<file path="src/rtl/qcl_piso_shift_ctrl.sv">
// qcl_piso_shift_ctrl
//   Sequencer for an els_p-element parallel-in/serial-out shift register.
//   It accepts one parallel word per v_i/ready_o handshake and pulses load_o
//   to the datapath. It presents each serial element with v_o, and the
//   consumer takes the element with yumi_i. shift_o pulses to advance the
//   datapath. last_o marks the final element of a word.
//
// Ports
//   clk_i    : clock
//   reset_i  : asynchronous active-high reset; every output is 0 while asserted
//   v_i      : producer has a word on the datapath input
//   ready_o  : controller accepts a word this cycle (depends on yumi_i)
//   len_i    : elements to emit minus 1 (only with QCL_PISO_SHIFT_CTRL_LEN_EN)
//   load_o   : datapath load strobe
//   shift_o  : datapath shift strobe
//   v_o      : datapath serial output holds a valid element
//   yumi_i   : consumer takes the current element
//   last_o   : current element is the last of its word
//
// Build option
//   QCL_PISO_SHIFT_CTRL_LEN_EN : adds len_i for a per-word element count.
//                                Otherwise every word emits els_p elements.

module qcl_piso_shift_ctrl #(
  parameter  int els_p     = 4,
  localparam int lg_els_lp = $clog2(els_p)
) (
  input  logic                 clk_i,
  input  logic                 reset_i,
  input  logic                 v_i,
  output logic                 ready_o,
`ifdef QCL_PISO_SHIFT_CTRL_LEN_EN
  input  logic [lg_els_lp-1:0] len_i,
`endif
  output logic                 load_o,
  output logic                 shift_o,
  output logic                 v_o,
  input  logic                 yumi_i,
  output logic                 last_o
);

  if (els_p < 2) begin : g_bad_els
    $fatal(1, "qcl_piso_shift_ctrl: els_p must be greater than 1");
  end

  localparam logic [0:0] IDLE = 1'b0;
  localparam logic [0:0] BUSY = 1'b1;

  localparam logic [lg_els_lp-1:0] last_max = lg_els_lp'(els_p - 1);

  logic [0:0]           state_r;
  logic [lg_els_lp-1:0] cnt_r;
  logic [lg_els_lp-1:0] last_idx_r;
  logic [lg_els_lp-1:0] last_idx_n;
  logic                 busy;
  logic                 at_last;

  always_comb begin
`ifdef QCL_PISO_SHIFT_CTRL_LEN_EN
    // Out-of-range lengths saturate to a full word.
    last_idx_n = (len_i > last_max) ? last_max : len_i;
`else
    last_idx_n = last_max;
`endif
  end

  assign busy    = (state_r == BUSY);
  assign at_last = (cnt_r == last_idx_r);

  // ready_o looks at yumi_i in the same cycle. The next word can then load
  // while the last element of the current word leaves, with no bubble.
  assign ready_o = ~reset_i & (~busy | (at_last & yumi_i));
  assign load_o  = v_i & ready_o;
  assign v_o     = busy;
  assign last_o  = v_o & at_last;
  assign shift_o = v_o & yumi_i & ~at_last;

  always_ff @(posedge clk_i or posedge reset_i) begin
    if (reset_i) begin
      state_r    <= IDLE;
      cnt_r      <= '0;
      last_idx_r <= last_max;
    end else if (load_o) begin
      state_r    <= BUSY;
      cnt_r      <= '0;
      last_idx_r <= last_idx_n;
    end else if (busy && yumi_i) begin
      if (at_last) begin
        state_r <= IDLE;
        cnt_r   <= '0;
      end else begin
        cnt_r <= cnt_r + lg_els_lp'(1);
      end
    end
  end

`ifndef SYNTHESIS
  a_yumi_needs_v : assert property (@(posedge clk_i) disable iff (reset_i)
    yumi_i |-> v_o)
    else $error("qcl_piso_shift_ctrl: yumi_i while v_o is low");

  a_load_shift_excl : assert property (@(posedge clk_i) disable iff (reset_i)
    !(load_o && shift_o))
    else $error("qcl_piso_shift_ctrl: load_o and shift_o together");

`ifdef QCL_PISO_SHIFT_CTRL_LEN_EN
  a_len_range : assert property (@(posedge clk_i) disable iff (reset_i)
    load_o |-> (len_i <= last_max))
    else $error("qcl_piso_shift_ctrl: len_i exceeds els_p-1");
`endif
`endif

endmodule

</file>
<file path="config.mk">
export PLATFORM = sky130hd
export DESIGN_NAME = qcl_piso_shift_ctrl
export DESIGN_NICKNAME = d
export VERILOG_FILES = /design/src/rtl/qcl_piso_shift_ctrl.sv
export SDC_FILE = /design/constraint.sdc
export NUM_CORES = 1
export LEC_CHECK = 0
export BUFFER_PORTS_ARGS = -buffer_cell sky130_fd_sc_hd__clkbuf_2
export CORE_AREA = 2 2 39 41
export CTS_BUF_LIST = sky130_fd_sc_hd__clkbuf_2 sky130_fd_sc_hd__clkbuf_4 sky130_fd_sc_hd__clkbuf_8
export DETAILED_ROUTE_END_ITERATION = 10
export DIE_AREA = 0 0 41 43
export MAX_ROUTING_LAYER = met4
export SYNTH_ARGS = -nofsm -noshare
export SYNTH_HDL_FRONTEND = slang
export SYNTH_SLANG_ARGS = --single-unit
</file>
<file path="constraint.sdc">
create_clock -name clk_i -period 2.33 [get_ports clk_i]
set_clock_uncertainty 0.2 [all_clocks]
set_input_delay 0.466 -clock clk_i [delete_from_list [all_inputs] [get_ports clk_i]]
set_output_delay 0.466 -clock clk_i [all_outputs]
set_load 0.01 [all_outputs]
</file>
==> flow_summary.yaml, run 1 <==
final_layout:
  final_cell_mix: "clkbuf_2, clkbuf_4, dfrtp_1"
  final_nets: 39
  fill_cells: 158
  diodes: 0
  fin_cells: 49
  final_layout_size_suffix_gt1_frac: 0.485
  layout-area-overhead-vs-synth_pct: 46.8
  layout_commonest_cell: "clkbuf_2"
detailed_routing:
  route.detailed.drc: 0
  drtPass1Iterations: 3
  wire_per_inst_um: 9.20
  vias_per_cell: 4.04
  first_iter_violations: 1
  drt-total-wl_um: 451
  vias: 198
  drt.antenna.violating_nets: 0
sta:
  fin_crit_ns: 2.02
  finalSetupViolations: 0
  fin_setup_tns_ns: 0
  drv_slew: 0
  hold_slack_ns: 0.386
  min_period_over_period: 0.865
  tightest_slew_ns: 0.298
  slew_headroom: 0.801
  rsz0062_at_grt: "false"
  hold_viol: 0
  clock.fmax_ghz: 0.496
setup_path:
  path_cells: "ha_1 -> a21bo_4 -> and2_1 -> clkbuf_2"
  arrival_ns: 1.35
  cp.required_ns: 1.66
  worst_setup_path_end_kind: "primary output"
  crit_fanout: 5
  max_stage_delay_ns: 0.38
  critPathKind: "reg -> out"
  crit_path_top_delay_cell: "dfrtp_1"
  start_kind: "flip-flop"
grt:
  grt-ovfl-total: 0
  grt_pass1_wl_um: 683
  grt_usage: 0.0733
  grt_max_degree: 10
  grt_pass1_vias: 169
  antenna_found_initial: 0
logic_synthesis:
  synth_top_area_cell: "dfrtp_1"
  syn_area_um2: 214
  synth_nets: 25
  syn-mean-instance-area_um2: 10.7
  yosys_register_bits: 3
  synthCells: 20
  synth_cell_types: 16
  synth_xor_area_frac: 0
  synthTopCellsByArea: "dfrtp_1, a21bo_4, a2bb2oi_2"
  ys_seq_area_frac: 0.351
  synth_mux_area_frac: 0
  synth-compound-area-share: 0.322
  synthSimpleGateAreaFrac: 0.251
  synth-adder-area-share: 0.0585
  yosys_warnings: 0
  synth_top_family_by_area: "compound AO/OA/AOI/OAI gates"
  yosysTopAreaCellShare: 0.351
outcome:
  status: "complete, no violations"
clocking:
  cts_setup_buffers: 0
  clock_tree.root_cell: "clkbuf_4"
  ctsHoldBuffers: 1
  clk_latency_ns: 0.23
  clock-sinks: 3
  numCtsBuffers: 3
  htree_levels: 1
  cts.clk_slew.worst_paths_ns: 0.04
  cts-resized-gates: 0
  cts_tree: "built"
  clockBufferDepth: 2
power:
  power.leakage_nw: 0.157
  vdd_drop_max_mv: 0.258
  report.power.total_uw: 379
  powerDensity_nw_per_um2: 1210
placement:
  place_inst: 44
  hpwlAfterDp_um: 345
  place_congestion: 0.657
  port_buffers: 8
flow_run:
  maxCapViolations: 0
die:
  fp-row-count: 14
  dieArea_um2: 1760
  start_util: 0.155
  pin_count: 9
  core_area_um2: 1380
  die_h_um: 43
  die_x_um: 41
min_path:
  min_path_type: "in -> reg"
-- cell type report --
| cell class | instances | area [um^2] | area share |
|---|---|---|---|
| clock buffers | 4 | 30.0 | 0.0956 |
| inverters | 1 | 3.75 | 0.0120 |
| multi-input cells | 16 | 135 | 0.430 |
| flip-flops and latches | 3 | 75.1 | 0.239 |
| well taps | 16 | 20.0 | 0.0637 |
| repair buffers | 9 | 50.0 | 0.159 |
-- where the power goes --
group	internal (mW)	switching [mW]
Sequential	0.0760	0.0221
Clock	0.0758	0.0280
Combinational	0.0997	0.0770
Total	0.252	0.127
-- metal layers --
layer | global-route usage | up-vias | wire, um
met5 | - | - | 0
met4 | 0.100 | 0 | 21
met3 | 0.0628 | 4 | 27
met2 | 0.0844 | 8 | 219
met1 | 0.0552 | 90 | 184
li1 | - | 96 | -
-- through the flow --
stage          setup slack, ns  utilization  cell area, um^2
2_1_floorplan            0.680            -              214
3_3_place_gp             0.544        0.198              274
3_5_place_dp             0.543        0.198              274
4_1_cts                  0.297        0.227              314
5_1_grt                  0.234        0.227              314
6_report                 0.314        0.227              314
-- final timing paths --
check,slack [ns],end,depth (start not counted),from
hold / removal,0.39,cnt_r[1],3,yumi_i
max in group asynchronous,1.35,v_o,3,reset_i
min in group asynchronous,0.46,cnt_r[1],3,reset_i
setup reg to reg,0.97,cnt_r[0],3,cnt_r[0]
hold reg to reg,0.45,cnt_r[1],2,cnt_r[1]
setup / recovery,0.31,load_o,4,cnt_r[0]
-- cell usage after synthesis, drive strengths merged --
cell type and number:
a21bo 2, a21boi 2, a22oi 1, a2bb2oi 1
and2 2, and4bb 1, dfrtp 3, ha 1
inv 1, nand2 1, nand3 1, nor2 2
nor2b 1, or2 1
-- critical path, delay by kind of cell (launching register included) --
family,cells,cell delay [ns]
buffers and inverters,1,0.12
AOI/OAI and AO/OA,1,0.24
DFF,1,0.38
adders and majority gates,1,0.26
and+or+nand+nor,1,0.13
-- logic make-up (layout without fill, tap and decap cells) --
kind of cell / count (synthesis) / after routing
AO/OA/AOI/OAI: 6 / 6
adder cells (fa/ha/maj): 1 / 1
buffers and inverters: 1 / 14
flip-flops: 3 / 3
AND/OR/NAND/NOR: 9 / 9
-- registers in the layout, summed over array words and instances, names as in the netlist --
name,cells
cnt_r,2
v_o,1
No activity file was read; power rests on OpenSTA's default activity.
==> run 2, diff against run 1 <==
- PLACE_DENSITY: default -> 0.39
==> flow_summary.yaml, run 2 (synthesis gave the netlist of run 1 again) <==
outcome:
  status: "complete, no violations"
placement:
  place_congestion: 0.565
  port_buffers: 8
  dp_slack_ns: 0.500
  dpl_cell_area_um2: 274
clocking:
  clockBufferDepth: 2
  clock_tree.root_cell: "clkbuf_4"
  cts_setup_buffers: 0
  cts-resized-gates: 0
  clock-sinks: 3
  cts_tree: "built"
  numCtsBuffers: 3
  clk_latency_ns: 0.23
  htree_levels: 1
  cts.clk_slew.worst_paths_ns: 0.04
detailed_routing:
  drt-total-wl_um: 437
  vias: 188
  drtPass1Iterations: 2
  first_iter_violations: 2
  drt.antenna.violating_nets: 0
  wire_per_inst_um: 8.92
  route.detailed.drc: 0
  vias_per_cell: 3.84
sta:
  finalSetupViolations: 0
  rsz0062_at_grt: "false"
  min_period_over_period: 0.874
  tightest_slew_ns: 0.322
  clock.fmax_ghz: 0.491
  drv_slew: 0
  setup_ws_ns: 0.293
  hold_viol: 0
  fin_setup_tns_ns: 0
  fin_crit_ns: 2.04
  slew_headroom: 0.785
die:
  start_util: 0.155
  die_x_um: 41
  pin_count: 9
  core_area_um2: 1380
  die_h_um: 43
  fp-row-count: 14
  dieArea_um2: 1760
grt:
  grt-ovfl-total: 0
  grt_max_degree: 10
  grt_usage: 0.0609
  grt_pass1_wl_um: 648
  grt_pass1_vias: 177
  antenna_found_initial: 0
power:
  vdd_drop_max_mv: 0.432
  power.leakage_nw: 0.157
  powerDensity_nw_per_um2: 1200
setup_path:
  path_cells: "ha_1 -> a21bo_4 -> and2_1 -> clkbuf_2"
  crit_fanout: 5
  cp.required_ns: 1.66
  crit_path_top_delay_cell: "dfrtp_1"
  worst_setup_path_end_kind: "primary output"
  max_stage_delay_ns: 0.38
  critPathKind: "reg -> out"
  start_kind: "flip-flop"
  arrival_ns: 1.37
final_layout:
  largest_reg_flops: 2
  diodes: 0
  final_cell_mix: "clkbuf_2, clkbuf_4, dfrtp_1"
  seqCellArea_um2: 75.1
  top_register: "cnt_r"
  final_layout_size_suffix_gt1_frac: 0.485
  final_nets: 39
  fin_area_um2: 314
  multi_input_area_um2: 135
  fill_cells: 154
  layout_commonest_cell: "clkbuf_2"
  layout-area-overhead-vs-synth_pct: 46.8
flow_run:
  maxCapViolations: 0
min_path:
  min_path_type: "in -> reg"
==> run 2: area by class of cell <==
| cell class | count | area share |
|---|---|---|
| inverters | 1 | 0.0120 |
| well taps | 16 | 0.0637 |
| clock buffers | 4 | 0.0956 |
| multi-input cells | 16 | 0.430 |
| flip-flops and latches | 3 | 0.239 |
| repair buffers | 9 | 0.159 |
==> run 2: worst paths after layout <==
kind                       endpoint  depth (start not counted)     start  slack, ns
max reg2reg                cnt_r[0]                          3  cnt_r[0]       0.96
min reg2reg                cnt_r[1]                          2  cnt_r[1]       0.45
max                          load_o                          4  cnt_r[0]       0.29
min in group asynchronous  cnt_r[1]                          3   reset_i       0.46
min                        cnt_r[1]                          3    yumi_i       0.37
max in group asynchronous       v_o                          3   reset_i       1.34
==> run 2: critical path, delay by kind of cell, from the launching register on <==
family,cells,cell delay [ns]
flip-flops,1,0.38
buffers and inverters,1,0.12
adder cells (fa/ha/maj),1,0.26
AO/OA/AOI/OAI,1,0.24
AND/OR/NAND/NOR,1,0.13
==> run 2: what timing repair did <==
action | 4_1_cts | 5_1_grt
hold endpoints to repair | 3 | 0
hold buffers | 1 | 0
endpoints found under the setup margin | 0 | 0
==> run 2: per-layer routing <==
layer	GRT usage	wire length (um)	up-vias
met1	0.0714	192	83
met4	0.0800	0	0
met5	-	0	-
li1	-	-	96
met3	0.0157	52	0
met2	0.0688	192	9
==> run 2: per-stage QoR <==
| step | utilization | hold WS [ns] | total power, mW | std cells |
|---|---|---|---|---|
| 2_1_floorplan | - | 0.0196 | 0.227 | 20 |
| 3_5_place_dp | 0.198 | 0.148 | 0.278 | 44 |
| 6_report | 0.227 | 0.375 | 0.377 | 49 |
| 4_1_cts | 0.227 | 0.372 | 0.388 | 49 |
| 5_1_grt | 0.227 | 0.403 | 0.405 | 49 |
| 3_3_place_gp | 0.198 | 0.138 | 0.274 | 44 |
==> run 2: power by group <==
group	internal [mW]	switching, mW
combinational	0.100	0.0748
clock	0.0758	0.0273
sequential	0.0761	0.0228
total	0.252	0.125
==> run 3, diff against run 2 <==
- clock period: 2.33 -> 1.9 ns (I/O delays scaled with it)
==> flow_summary.yaml, run 3 (synthesis gave the netlist of run 1 again) <==
outcome:
  status: "complete, no violations"
power:
  powerDensity_nw_per_um2: 1460
  power.leakage_nw: 0.175
  switching_power_uw: 175
  swShare: 0.336
  pwr-share-comb: 0.501
  report.power.total_uw: 521
  clockPowerShare: 0.249
  internal_power_uw: 346
  vdd_drop_max_mv: 0.394
  power_frac_seq: 0.250
setup_path:
  start_kind: "flip-flop"
  crit_path_top_delay_cell: "dfrtp_1"
  worst_setup_path_end_kind: "primary output"
  arrival_ns: 1.27
  path_cells: "ha_4 -> a21bo_4 -> and2_4 -> buf_6"
  max_stage_delay_ns: 0.40
  critPathKind: "reg -> out"
  r2r_cells: 4
  cp.required_ns: 1.32
  crit_fanout: 3
placement:
  place_inst: 45
  place_congestion: 0.561
  dpl_cell_area_um2: 282
  port_buffers: 8
  hpwlAfterDp_um: 374
sta:
  clock.fmax_ghz: 0.541
  drv_slew: 0
  min_period_over_period: 0.973
  finalSetupViolations: 0
  tightest_slew_ns: 0.224
  rsz0062_at_grt: "true"
  fin_setup_tns_ns: 0
  fin_crit_ns: 1.85
  hold_viol: 0
  slew_headroom: 0.851
grt:
  antenna_found_initial: 0
  grt_usage: 0.0764
  grt_pass1_vias: 167
  grt_pass1_wl_um: 786
  grt_max_degree: 10
  grt-ovfl-total: 0
detailed_routing:
  route.detailed.drc: 0
  wire_per_inst_um: 9.56
  first_iter_violations: 2
  vias: 211
  drt-total-wl_um: 497
  drt.antenna.violating_nets: 0
  drtPass1Iterations: 2
  vias_per_cell: 4.06
clocking:
  cts.clk_slew.worst_paths_ns: 0.04
  cts_tree: "built"
  clock-sinks: 3
  clockBufferDepth: 2
  numCtsBuffers: 3
  clk_latency_ns: 0.24
  clock_tree.root_cell: "clkbuf_4"
  htree_levels: 1
die:
  start_util: 0.155
  pin_count: 9
  dieArea_um2: 1760
  die_h_um: 43
  core_area_um2: 1380
  fp-row-count: 14
  die_x_um: 41
final_layout:
  final_cell_mix: "clkbuf_2, clkbuf_4, dfrtp_1, buf_4, nor2_1"
  top_register: "cnt_r"
  layout-area-overhead-vs-synth_pct: 67.3
  fin_area_um2: 358
  final_layout_size_suffix_gt1_frac: 0.583
  fill_cells: 156
  final_nets: 42
  layout_commonest_cell: "clkbuf_2"
  largest_reg_flops: 2
  fin_cells: 52
  diodes: 0
flow_run:
  maxCapViolations: 0
min_path:
  whs_path_depth: 3
  min_path_type: "in -> reg"
run 3: changes by cell type in the layout (fill, tap and decap cells not counted):
cell | previous run | this run
clkbuf_2 | 8 | 7
and2_1 | 2 | 1
buf_6 | 0 | 1
ha_1 | 1 | 0
buf_4 | 0 | 3
and2_4 | 0 | 1
ha_4 | 0 | 1
run 3: per-stage QoR:
| stage | setup slack, ns | utilization | hold slack, ns |
|---|---|---|---|
| after floorplan | 0.336 | - | -0.0664 |
| after global placement | 0.194 | 0.203 | 0.0565 |
| after detailed placement | 0.174 | 0.203 | 0.0559 |
| after CTS | 0.00829 | 0.247 | 0.289 |
| after global routing | -0.00306 | 0.259 | 0.303 |
| final | 0.0506 | 0.259 | 0.291 |
run 3: final timing paths:
kind / start / end / slack, ns
max: cnt_r[0] / load_o / 0.05
min: yumi_i / cnt_r[1] / 0.29
max reg2reg: cnt_r[0] / cnt_r[0] / 0.49
min reg2reg: v_o / cnt_r[1] / 0.46
max in group asynchronous: reset_i / cnt_r[0] / 1.02
min in group asynchronous: reset_i / v_o / 0.35
run 3: layer usage:
metal | global-route usage | wire [um] | vias up
met5 | - | 0 | -
met4 | 0.0800 | 17 | 0
met3 | 0.0471 | 46 | 2
met2 | 0.0781 | 213 | 11
met1 | 0.0909 | 219 | 95
li1 | - | - | 103
run 3: area by class of cell:
type                       count  area, um^2  area share
timing repair buffer          12        78.8       0.220
sequential                     3        75.1       0.210
inverter                       1        3.75      0.0105
multi-input combinational     16         150       0.420
clock buffer                   4        30.0      0.0839
tap                           16        20.0      0.0559
run 3: critical path: cells and delay by family (launching register included):
kind                     cells  cell delay [ns]
flip-flops                   1             0.40
AO/OA/AOI/OAI                1             0.21
adder cells (fa/ha/maj)      1             0.18
AND/OR/NAND/NOR              1             0.13
buffers and inverters        1             0.11
run 3: what timing repair did:
item	in CTS	in global routing
cloned	0	0
endpoints found under the setup margin	1	1
setup buffers	1	1
resized for setup	2	4
pin swaps	1	2
hold endpoints to repair	3	0
hold buffers	1	0
run 3: power groups by stage:
stage / Combinational (mW) / Clock (mW) / Sequential (mW)
final: 0.261 / 0.130 / 0.130
after CTS: 0.244 / 0.136 / 0.131
after global routing: 0.286 / 0.145 / 0.136
after floorplan: 0.160 / 0 / 0.119
after detailed placement: 0.221 / 0 / 0.122
after global placement: 0.216 / 0 / 0.120
